**config.mk**
```make
export PLATFORM = sky130hd
export DESIGN_NAME = nx1_text_fetch
export DESIGN_NICKNAME = d
export VERILOG_FILES = /design/src/rtl/nx1_video_pkg.sv /design/src/rtl/nx1_fetch_pipe.sv /design/src/rtl/nx1_text_fetch.sv
export SDC_FILE = /design/constraint.sdc
export NUM_CORES = 1
export LEC_CHECK = 0
export ABC_AREA = 1
export CORE_MARGIN = 1.5
export CORE_UTILIZATION = 45
export DETAILED_ROUTE_END_ITERATION = 8
export DONT_BUFFER_PORTS = 1
export SLEW_MARGIN = 5
export SYNTH_ARGS = -nofsm -noshare
export SYNTH_HDL_FRONTEND = slang
export SYNTH_HIERARCHICAL = 1
export SYNTH_SLANG_ARGS = --single-unit
```
**constraint.sdc**
```tcl
create_clock -name VCLK -period 4.8 [get_ports VCLK]
set_clock_uncertainty 0.1 [all_clocks]
set_input_delay 0 -clock VCLK [delete_from_list [all_inputs] [get_ports VCLK]]
set_output_delay 0 -clock VCLK [all_outputs]
set_load 0.1 [all_outputs]
```
**src/rtl/nx1_video_pkg.sv**
```systemverilog
// Shared types and sizes for the X1 video-side VRAM fetch logic.
package nx1_video_pkg;

  localparam int unsigned VRAM_AW  = 11;
  localparam int unsigned CHR_W    = 8;
  localparam int unsigned PIPE_LAT = 3;

  typedef enum logic [1:0] {
    ST_IDLE  = 2'd0,
    ST_FETCH = 2'd1,
    ST_DONE  = 2'd2
  } fetch_state_e;

  typedef struct packed {
    logic [CHR_W-1:0] code;
    logic [CHR_W-1:0] attr;
  } chr_data_t;

endpackage

```
**src/rtl/nx1_fetch_pipe.sv**
```systemverilog
// Fixed-latency valid/last tag shift with data capture when the dpram output is due.
module nx1_fetch_pipe
  import nx1_video_pkg::*;
(
  input  logic      clk,
  input  logic      rst,
  input  logic      flush,
  input  logic      push,
  input  logic      push_last,
  input  chr_data_t din,
  output logic      valid,
  output logic      last,
  output chr_data_t dout
);

  localparam int unsigned SR_W = PIPE_LAT - 1;

  logic [SR_W-1:0] v_sr;
  logic [SR_W-1:0] l_sr;

  // Tags travel alongside the address/RAM latency; a flush drops everything in flight.
  always_ff @(posedge clk) begin
    if (rst || flush) begin
      v_sr  <= '0;
      l_sr  <= '0;
      valid <= 1'b0;
      last  <= 1'b0;
    end else begin
      v_sr  <= {v_sr[SR_W-2:0], push};
      l_sr  <= {l_sr[SR_W-2:0], push & push_last};
      valid <= v_sr[SR_W-1];
      last  <= v_sr[SR_W-1] & l_sr[SR_W-1];
    end
  end

  // RAM data is valid in the cycle the oldest tag reaches the end of the shift.
  always_ff @(posedge clk) begin
    if (rst) begin
      dout <= '0;
    end else if (v_sr[SR_W-1]) begin
      dout <= din;
    end
  end

endmodule

```
**src/rtl/nx1_text_fetch.sv**
```systemverilog
// Text-VRAM fetch sequencer: walks each character row's addresses per scanline
// and tracks raster-within-row and row base across the frame.
module nx1_text_fetch
  import nx1_video_pkg::*;
#(
  parameter int unsigned RASTER_W = 5
) (
  input  logic                VCLK,
  input  logic                RESET,
  input  logic                FRAME_START,
  input  logic                LINE_START,
  input  logic                CE,
  input  logic [VRAM_AW-1:0]  START_ADDR,
  input  logic [CHR_W-1:0]    HDISP,
  input  logic [RASTER_W-1:0] RASTERS,
  output logic [VRAM_AW-1:0]  VA,
  input  logic [CHR_W-1:0]    VDO_TXT,
  input  logic [CHR_W-1:0]    VDO_ATR,
  output logic [CHR_W-1:0]    CHR_CODE,
  output logic [CHR_W-1:0]    CHR_ATTR,
  output logic                CHR_VALID,
  output logic                CHR_LAST,
  output logic [RASTER_W-1:0] RASTER,
  output logic                BUSY
);

  localparam int unsigned LE_W = VRAM_AW + RASTER_W;

  fetch_state_e        state_q, state_d;
  logic [VRAM_AW-1:0]  addr_q, addr_d;
  logic [VRAM_AW-1:0]  row_base_q, row_base_d;
  logic [VRAM_AW-1:0]  va_d;
  logic [CHR_W-1:0]    count_q, count_d;
  logic [RASTER_W-1:0] raster_d;
  logic                push, push_last, flush;
  chr_data_t           vdo, chr;

  // End-of-line bookkeeping: next raster, and advance the row base after the last raster.
  function automatic logic [LE_W-1:0] line_end(
    input logic [VRAM_AW-1:0]  base,
    input logic [RASTER_W-1:0] ras,
    input logic [RASTER_W-1:0] rasters,
    input logic [CHR_W-1:0]    hdisp
  );
    if (ras == rasters) begin
      return {base + VRAM_AW'(hdisp), {RASTER_W{1'b0}}};
    end
    return {base, ras + RASTER_W'(1)};
  endfunction

  always_comb begin
    state_d    = state_q;
    addr_d     = addr_q;
    count_d    = count_q;
    row_base_d = row_base_q;
    raster_d   = RASTER;
    va_d       = VA;
    push       = 1'b0;
    push_last  = 1'b0;
    flush      = 1'b0;

    if (FRAME_START) begin
      row_base_d = START_ADDR;
      raster_d   = '0;
      state_d    = ST_IDLE;
      flush      = 1'b1;
    end else if (state_q == ST_FETCH) begin
      if (LINE_START) begin
        // Aborted line still counts as a completed raster.
        {row_base_d, raster_d} = line_end(row_base_d, raster_d, RASTERS, HDISP);
      end else if (CE) begin
        va_d      = addr_q;
        addr_d    = addr_q + VRAM_AW'(1);
        count_d   = count_q + CHR_W'(1);
        push      = 1'b1;
        push_last = (count_q == HDISP - CHR_W'(1));
        if (push_last) begin
          {row_base_d, raster_d} = line_end(row_base_d, raster_d, RASTERS, HDISP);
          state_d = ST_DONE;
        end
      end
    end

    // A new line starts from whatever row base the updates above produced.
    if (LINE_START) begin
      addr_d  = row_base_d;
      count_d = '0;
      if (HDISP != '0) begin
        state_d = ST_FETCH;
      end else begin
        state_d = ST_DONE;
        {row_base_d, raster_d} = line_end(row_base_d, raster_d, RASTERS, HDISP);
      end
    end
  end

  always_ff @(posedge VCLK) begin
    if (RESET) begin
      state_q <= ST_IDLE;
    end else begin
      state_q <= state_d;
    end
  end

  always_ff @(posedge VCLK) begin
    if (RESET) begin
      addr_q     <= '0;
      count_q    <= '0;
      row_base_q <= '0;
      VA         <= '0;
      RASTER     <= '0;
      BUSY       <= 1'b0;
    end else begin
      addr_q     <= addr_d;
      count_q    <= count_d;
      row_base_q <= row_base_d;
      VA         <= va_d;
      RASTER     <= raster_d;
      BUSY       <= (state_d == ST_FETCH);
    end
  end

  assign vdo = chr_data_t'{code: VDO_TXT, attr: VDO_ATR};

  nx1_fetch_pipe u_pipe (
    .clk       (VCLK),
    .rst       (RESET),
    .flush     (flush),
    .push      (push),
    .push_last (push_last),
    .din       (vdo),
    .valid     (CHR_VALID),
    .last      (CHR_LAST),
    .dout      (chr)
  );

  assign CHR_CODE = chr.code;
  assign CHR_ATTR = chr.attr;

endmodule

```
==> results.json, run 1 <==
{
  "status": "finished clean",
  "die_area_um2": 10900,
  "yosys_warnings": 6,
  "wl_per_cell_um": 13.8,
  "tightest_slew_ns": 1.07,
  "first_pass_iters": 5,
  "place_congestion": 0.890,
  "clk_latency_ns": 0.36,
  "synth_ff_type": "dfxtp_1",
  "syn_nets": 768,
  "holdWs_ns": 0.0118,
  "fmax_mhz": 231,
  "yosysUniqueCellTypes": 44,
  "switchingPower_mw": 0.454,
  "slowest_stage": "dlygate4sd3_1",
  "clkPwrFrac": 0.343,
  "dpl.hpwl_um": 8940,
  "critPathArrivalTime_ns": 4.45,
  "fin_crit_ns": 4.32,
  "rows": 36,
  "hp-class": "input port to flop",
  "combPwrFrac": 0.183,
  "viasPerCell": 5.03,
  "fin_nets": 814,
  "p_per_area_nw_per_um2": 254,
  "ant_nets": 0,
  "max-slew-margin-rel": 0.285,
  "n_antenna_cell": 0,
  "avgSynthCellArea_um2": 6.60,
  "synthCells": 698,
  "switching_share": 0.335,
  "nFillCells": 983,
  "p_int_mw": 0.901,
  "cts_tree": "built",
  "cts_made_buffers": 9,
  "routed_wirelength_um": 12100,
  "max_stage_delay_ns": 0.55,
  "clock-root-buffer": "clkbuf_8",
  "drt-initial-drc-count": 296,
  "ys_seq_elements": 71,
  "synth.yosys.seq_area_share": 0.309,
  "die_y_um": 104,
  "layout-drive-gt1-share": 0.104,
  "drc": 0,
  "finalPower_mw": 1.36,
  "syn2layout_area_growth_pct": 16.1,
  "power.static_leakage_nw": 2.46,
  "io-pin-count": 80,
  "portBuffers": 0,
  "regArea_um2": 1420,
  "grtUsageTotal": 0.230,
  "fp.dieW_um": 104,
  "htree_levels": 3,
  "grt_max_degree": 35,
  "irDropWorstVdd_uv": 122,
  "worstPathRequired_ns": 4.92,
  "antenna_found_initial": 0,
  "setup_viol": 0,
  "min_period_over_period": 0.901,
  "multi_input_area_um2": 2700,
  "clk_pin_slew_ns": 0.09,
  "cts_buffer_depth": 2,
  "finalHoldViolCount": 0,
  "slew_viol_final": 0,
  "tns_ns": 0,
  "core_area_um2": 9860,
  "pwr-share-seq": 0.474,
  "path_class": "flop to flop",
  "cp-start-kind": "flop",
  "rsz0062_at_grt": "no",
  "cp-end-kind": "flop",
  "synth_edf_count": 0,
  "start_util": 0.467,
  "numClockSinks": 71,
  "netlist_area_um2": 4610,
  "grt_pass1_vias": 4187,
  "maxCapViolations": 0,
  "grt_overflow": 0,
  "vias": 4435,
  "grt_pass1_wl_um": 20200,
  "ys_async_sr_fraction": 0,
  "path_max_fanout": 12
}
## cell type report
cell class,instances,area share
Sequential cell,71,0.266
Clock buffer,9,0.0232
Tap cell,133,0.0311
Timing Repair Buffer,52,0.0925
Clock inverter,7,0.0115
Inverter,102,0.0716
Multi-Input combinational cell,508,0.504
## cells in the mapped netlist (2+ instances only)
master	number	share of area
a211oi_1	2	0.0033
a21oi_1	33	0.036
a31oi_1	2	0.0027
buf_2	3	0.0033
buf_6	5	0.012
clkbuf_1	8	0.0065
clkinv_1	3	0.0024
dfxtp_1	71	0.31
fa_1	2	0.0087
ha_1	23	0.062
inv_1	95	0.077
inv_2	4	0.0033
nand2_1	161	0.13
nand2_2	14	0.019
nand2_4	2	0.0049
nand3_1	29	0.032
nand3_2	4	0.0087
nand3b_1	3	0.0049
nand4_1	10	0.014
nor2_1	96	0.078
nor2_2	13	0.018
nor2_4	4	0.0098
nor3_1	13	0.014
nor3b_1	2	0.0033
nor4_1	2	0.0027
o21ai_0	46	0.050
o21ai_1	6	0.0065
o22ai_1	5	0.0068
o32ai_1	2	0.0038
or2_2	4	0.0054
xnor2_1	8	0.015
xor2_1	11	0.021
## path summary, 6_finish.rpt
| kind | start | cells past startpoint | slack, ns | endpoint |
|---|---|---|---|---|
| setup / recovery | RASTER[0] | 25 | 0.48 | row_base_q[7] |
| hold / removal | HDISP[7] | 4 | 0.01 | row_base_q[4] |
| setup reg to reg | RASTER[0] | 25 | 0.48 | row_base_q[7] |
| hold reg to reg | u_pipe/l_sr[0] | 2 | 0.31 | u_pipe/l_sr[1] |
## layout by cell type, fill, tap and decap left out, drive strengths merged, types with 5 or more instances in the layout
master | Yosys | routed
a21oi | 33 | 33
or2 | 5 | 5
xnor2 | 8 | 8
nor2 | 113 | 113
nand2 | 177 | 177
o22ai | 5 | 5
dfxtp | 71 | 71
nand3 | 34 | 34
buf | 9 | 12
xor2 | 12 | 12
nor3 | 13 | 13
inv | 99 | 103
ha | 23 | 23
clkbuf | 8 | 9
nand4 | 11 | 11
o21ai | 52 | 52
dlygate4sd3 | 0 | 40
## kinds of logic (layout without fill, tap and decap cells)
logic type	Yosys count	count (layout)	share of synthesized area
AOI/OAI and AO/OA	100	100	0.116
xor gates and xnor gates	20	20	0.0397
adders and majority gates	25	25	0.0712
buffers and inverters	119	170	0.107
DFF	71	71	0.309
muxes	1	1	0.00217
and+or+nand+nor	362	362	0.356
## sequential cells by signal, summed over array words and instances (netlist names)
signal        flops
RASTER            5
BUSY              1
u_pipe/v_sr       2
row_base_q       11
u_pipe/dout      16
u_pipe/valid      1
VA               11
u_pipe/last       1
state_q           2
u_pipe/l_sr       2
addr_q           11
count_q           8
## worst max-delay path, delay by kind of cell (launching register included)
family / cells / cell delay [ns]
simple gates: 9 / 0.93
xor+xnor: 1 / 0.15
compound gates: 8 / 1.08
buf+inv: 6 / 1.23
fa+ha+maj: 1 / 0.35
flops: 1 / 0.33
## routing by layer
metal / vias to the layer above / part of all wire / global-route usage
met3: 9 / 0.052 / 0.0476
li1: 2312 / - / -
met4: 0 / 0.0087 / 0.0556
met2: 106 / 0.46 / 0.384
met1: 2008 / 0.48 / 0.303
met5: - / 0 / 0
## what timing repair did
item	CTS	global route
hold buffers	40	0
buffers inserted	0	6
gates resized for setup	0	2
setup endpoints to repair	0	1
endpoints found under the hold margin	67	0
## through the flow
step	instance area [um^2]	std cells	util	setup WS (ns)
finish	5350	882	0.542	0.477
global route	5350	882	0.542	0.0498
CTS	5290	876	0.537	0.413
detailed placement	4710	820	0.477	0.862
global placement	4710	820	0.477	1.01
floorplan	4610	698	-	0.726
## power groups by stage
stage,sequential (mW),combinational (mW),clock [mW]
floorplan,0.658,0.168,0
finish,0.642,0.248,0.465
global placement,0.655,0.207,0
detailed placement,0.656,0.212,0
CTS,0.642,0.245,0.477
global route,0.644,0.280,0.504
(Power assumes the default switching activity.)
==> inputs of run 2 (changes only) <==
CTS_CLUSTER_SIZE = 16   (was unset)
HOLD_SLACK_MARGIN = 0.05   (was unset)
==> results.json, run 2 (same netlist as run 1, synthesis figures left out) <==
{
  "status": "finished clean",
  "regArea_um2": 1420,
  "first_pass_iters": 5,
  "numClockSinks": 71,
  "grt_use_met2": 0.386,
  "use_met1": 0.306,
  "core_area_um2": 9860,
  "fp.dieW_um": 104,
  "cts_tree": "built",
  "htree_levels": 3,
  "finalHoldViolCount": 0,
  "grt_overflow": 0,
  "placed_cells": 820,
  "fin_cells": 892,
  "vias": 4474,
  "syn2layout_area_growth_pct": 18.3,
  "layout_common_cells": "161 x nand2_1, 95 x nor2_1, 94 x inv_1, 70 x dfxtp_1, 47 x dlygate4sd3_1",
  "fmax_mhz": 224,
  "n_antenna_cell": 0,
  "path_max_fanout": 12,
  "min_period_over_period": 0.931,
  "grt_pass1_vias": 4228,
  "path_class": "flop to flop",
  "die_y_um": 104,
  "start_util": 0.467,
  "slew_viol_final": 0,
  "power.static_leakage_nw": 2.51,
  "portBuffers": 0,
  "final_common_cell": "nand2_1",
  "ant_nets": 0,
  "routed_wirelength_um": 12200,
  "multi_input_area_um2": 2700,
  "fin_crit_ns": 4.47,
  "setup_viol": 0,
  "top_register": "u_pipe/dout",
  "cts_made_buffers": 9,
  "max-slew-margin-rel": 0.281,
  "io-pin-count": 80,
  "die_area_um2": 10900,
  "hp-class": "input port to flop",
  "p_per_area_nw_per_um2": 251,
  "viasPerCell": 5.02,
  "place_congestion": 0.890,
  "critPathArrivalTime_ns": 4.62,
  "tns_ns": 0,
  "clk_pin_slew_ns": 0.09,
  "rows": 36,
  "wl_per_cell_um": 13.7,
  "drt-initial-drc-count": 271,
  "fin_nets": 824,
  "cp-end-kind": "flop",
  "rrSetupSlack_ns": 0.33,
  "antenna_found_initial": 0,
  "clock-root-buffer": "clkbuf_8",
  "clk_latency_ns": 0.36,
  "dpl.hpwl_um": 8940,
  "grtUsageTotal": 0.231,
  "cts_buffer_depth": 2,
  "grt_max_degree": 35,
  "busiest_layer": "met2",
  "grt_pass1_wl_um": 20400,
  "worstPathRequired_ns": 4.95,
  "irDropWorstVdd_uv": 123,
  "rsz0062_at_grt": "no",
  "drc": 0,
  "cp-start-kind": "flop",
  "use_met3": 0.0476,
  "layout-drive-gt1-share": 0.111,
  "nFillCells": 973,
  "largest_reg_flops": 16,
  "maxCapViolations": 0,
  "tightest_slew_ns": 1.08
}
-- run 2: changes by cell type in the layout (fill, tap and decap cells not counted), sizes merged --
cell,delta
dlygate4sd3,+7
buf,+3
-- run 2: critical path, cell delays in order, from the launching register on --
cell and delay (ns):
dfxtp_1 0.33, inv_1 0.14, nand2_1 0.07, nand2_1 0.07
nand2_1 0.05, nand2_1 0.07, nand2_1 0.06, nor2_1 0.17
nand4_2 0.19, nand2_4 0.16, nand3_4 0.16, buf_4 0.19
o211ai_1 0.14, o21ai_0 0.15, inv_1 0.15, ha_1 0.24
nand3_1 0.08, nand2_1 0.08, a21oi_1 0.13, inv_1 0.06
a21oi_1 0.18, nand2_1 0.06, dlygate4sd3_1 0.57, nand3_1 0.09
o21ai_0 0.08, dlygate4sd3_1 0.60
-- run 2: repair_timing --
action,CTS,global route
resized for setup,0,7
hold endpoints to repair,68,0
hold buffers,47,0
endpoints found under the setup margin,0,2
setup buffers,0,9
-- run 2: path summary, 6_finish.rpt --
check / start / cells past startpoint / endpoint
setup / recovery: count_q[4] / 25 / row_base_q[5]
setup reg to reg: count_q[4] / 25 / row_base_q[5]
hold reg to reg: u_pipe/l_sr[0] / 2 / u_pipe/l_sr[1]
hold / removal: RESET / 3 / row_base_q[9]
-- run 2: metal layers --
metal	wire length (um)	vias to the layer above
li1	-	2329
met1	5760	2023
met2	5600	111
met3	725	11
met4	135	0
met5	0	-
-- run 2: report_power, final --
group          internal, mW  switching [mW]  leakage [nW]
Sequential            0.606          0.0363         0.578
Clock                 0.197           0.269        0.0888
Combinational         0.104           0.153          1.84
-- run 2: per-stage QoR --
step                hold slack, ns  area, um^2  power, mW  worst slack, ns  utilization
finish                      0.0385        5450       1.36            0.330        0.552
global route                0.0592        5450       1.44          0.00194        0.552
CTS                         0.0506        5360       1.37            0.178        0.544
detailed placement         -0.0231        4710      0.867            0.862        0.477
global placement           -0.0256        4710      0.863             1.01        0.477
floorplan                   0.0676        4610      0.827            0.726            -
-- run 2: final cells by class --
type / count / share of cell area
inverter: 102 / 0.0703
clock inverter: 7 / 0.0113
timing repair buffer: 62 / 0.108
clock buffer: 9 / 0.0227
multi-input combinational: 508 / 0.496
sequential: 71 / 0.261
tap: 133 / 0.0306
==> inputs of run 3 (changes only) <==
HOLD_SLACK_MARGIN = 0.1   (was 0.05)
==> results.json, run 3 (same netlist as run 1, synthesis figures left out) <==
{
  "antenna_found_initial": 0,
  "p_per_area_nw_per_um2": 249,
  "slew_viol_final": 0,
  "nFillCells": 971,
  "cts_made_buffers": 9,
  "tightest_slew_ns": 1.07,
  "holdWs_ns": 0.102,
  "max_stage_delay_ns": 0.66,
  "p_int_mw": 0.914,
  "syn2layout_area_growth_pct": 20.4,
  "layout_common_cells": "161 x nand2_1, 95 x nor2_1, 94 x inv_1, 70 x dfxtp_1, 56 x dlygate4sd3_1",
  "die_area_um2": 10900,
  "grt_pass1_vias": 4283,
  "grt_pass1_wl_um": 20600,
  "grt_max_degree": 35,
  "routed_wirelength_um": 12400,
  "drc": 0,
  "fin_crit_ns": 4.48,
  "ant_nets": 0,
  "die_y_um": 104,
  "min_period_over_period": 0.934,
  "path_class": "flop to flop",
  "hp-class": "input port to flop",
  "cp-end-kind": "flop",
  "io-pin-count": 80,
  "hold_start": "HDISP[5]",
  "worstPathRequired_ns": 4.95,
  "fp.dieW_um": 104,
  "placed_cells": 820,
  "switchingPower_mw": 0.465,
  "portBuffers": 0,
  "clkPwrFrac": 0.340,
  "dpl.hpwl_um": 8940,
  "critPathArrivalTime_ns": 4.64,
  "fmax_mhz": 223,
  "fin_cells": 902,
  "place_congestion": 0.890,
  "rows": 36,
  "r2r_cells": 24,
  "r2r-start": "count_q[4]",
  "regArea_um2": 1420,
  "cts_buffer_depth": 2,
  "crit_top_cell": "nand2_1",
  "drt-initial-drc-count": 253,
  "largest_reg_flops": 16,
  "clk_latency_ns": 0.36,
  "combPwrFrac": 0.195,
  "cp-start-kind": "flop",
  "numClockSinks": 71,
  "grt_use_met2": 0.386,
  "use_met1": 0.304,
  "power.static_leakage_nw": 2.56,
  "slowest_stage": "dlygate4sd3_1",
  "switching_share": 0.337,
  "wl_per_cell_um": 13.7,
  "htree_levels": 3,
  "grtUsageTotal": 0.235,
  "dpl_cell_area_um2": 4710,
  "rrSetupSlack_ns": 0.32,
  "maxCapViolations": 0,
  "path_max_fanout": 9,
  "cts_tree": "built",
  "status": "finished clean",
  "busiest_layer": "met2",
  "stdcell_area_um2": 5540,
  "n_antenna_cell": 0,
  "pwr-share-seq": 0.466,
  "viasPerCell": 5.04,
  "clock-root-buffer": "clkbuf_8",
  "max-slew-margin-rel": 0.286,
  "vias": 4546,
  "crit_buf_inv": 6,
  "grt_overflow": 0,
  "start_util": 0.467,
  "postLayoutCoreUtil": 0.562,
  "tns_ns": 0,
  "min_to": "u_pipe/l_sr[0]",
  "critical-path-top-delay-family": "buffers and inverters",
  "finalHoldViolCount": 0,
  "fin_nets": 834,
  "setup_viol": 0,
  "core_area_um2": 9860,
  "first_pass_iters": 5,
  "multi_input_area_um2": 2700,
  "use_met3": 0.0570,
  "clk_pin_slew_ns": 0.09,
  "final_common_cell": "nand2_1",
  "layout-drive-gt1-share": 0.111,
  "r2r-end": "row_base_q[6]",
  "irDropWorstVdd_uv": 121,
  "worstHoldPathCells": 9,
  "top_register": "u_pipe/dout",
  "path_cells": "inv_1, nand2_1, nand2_1, nand2_1, nand2_1, nand2_1, nor2_1, nand4_2, nand2_4, buf_4, nand2_2, nand3_2, nand2_2, nand2_1, nand2_2, nor2_4, dlygate4sd3_1, inv_2, nor2_4, dlygate4sd3_1, nand2_4, nand2_2, o21ai_0, dlygate4sd3_1"
}
## run 3: cell count changes in the layout (fill, tap and decap cells not counted)
cell / previous run / this run
buf_4: 14 / 15
dlygate4sd3_1: 47 / 56
## run 3: area by class of cell
class / instances / share of cell area
Multi-Input combinational cell: 508 / 0.487
Sequential cell: 71 / 0.257
Timing Repair Buffer: 72 / 0.124
Inverter: 102 / 0.0691
Tap cell: 133 / 0.0300
Clock buffer: 9 / 0.0223
Clock inverter: 7 / 0.0111
## run 3: per-layer routing
layer | vias up | share of wire
met5 | - | 0
met3 | 18 | 0.061
met1 | 2056 | 0.47
met4 | 0 | 0.017
met2 | 121 | 0.45
li1 | 2351 | -
## run 3: repair_timing
item                                   in CTS  in global routing
setup endpoints to repair                   0                  3
gates resized for setup                     0                  7
hold buffers                               56                  0
endpoints found under the hold margin      71                  0
buffers inserted                            0                 10
## run 3: worst max path at each step
stage / end / slack, ns / depth (start not counted) / start
after global placement: row_base_q[10] / 1.01 / 29 / HDISP[1]
after CTS: row_base_q[5] / 0.18 / 23 / RASTER[0]
after detailed placement: row_base_q[10] / 0.86 / 26 / RASTER[0]
after global routing: row_base_q[5] / -0.01 / 25 / count_q[4]
after floorplan: row_base_q[10] / 0.73 / 25 / RASTER[2]
final: row_base_q[6] / 0.32 / 24 / count_q[4]
## run 3: power groups by stage
stage	logic [mW]	registers [mW]	clock network, mW
finish	0.268	0.642	0.468
global route	0.303	0.644	0.502
CTS	0.261	0.642	0.477
detailed placement	0.212	0.656	0
global placement	0.207	0.655	0
floorplan	0.168	0.658	0
## run 3: worst reg2reg max path, cell delays in order, from the launching register on
cell and delay, ns:
dfxtp_1 0.33, inv_1 0.13, nand2_1 0.07, nand2_1 0.07, nand2_1 0.05, nand2_1 0.08
nand2_1 0.06, nor2_1 0.17, nand4_2 0.19, nand2_4 0.16, buf_4 0.12, nand2_2 0.04
nand3_2 0.09, nand2_2 0.06, nand2_1 0.08, nand2_2 0.06, nor2_4 0.12, dlygate4sd3_1 0.60
inv_2 0.05, nor2_4 0.09, dlygate4sd3_1 0.66, nand2_4 0.13, nand2_2 0.15, o21ai_0 0.11
dlygate4sd3_1 0.60
## run 3: through the flow
step / setup slack (ns) / power, mW
global placement: 1.01 / 0.863
floorplan: 0.726 / 0.827
finish: 0.316 / 1.38
detailed placement: 0.862 / 0.867
CTS: 0.178 / 1.38
global route: -0.0124 / 1.45
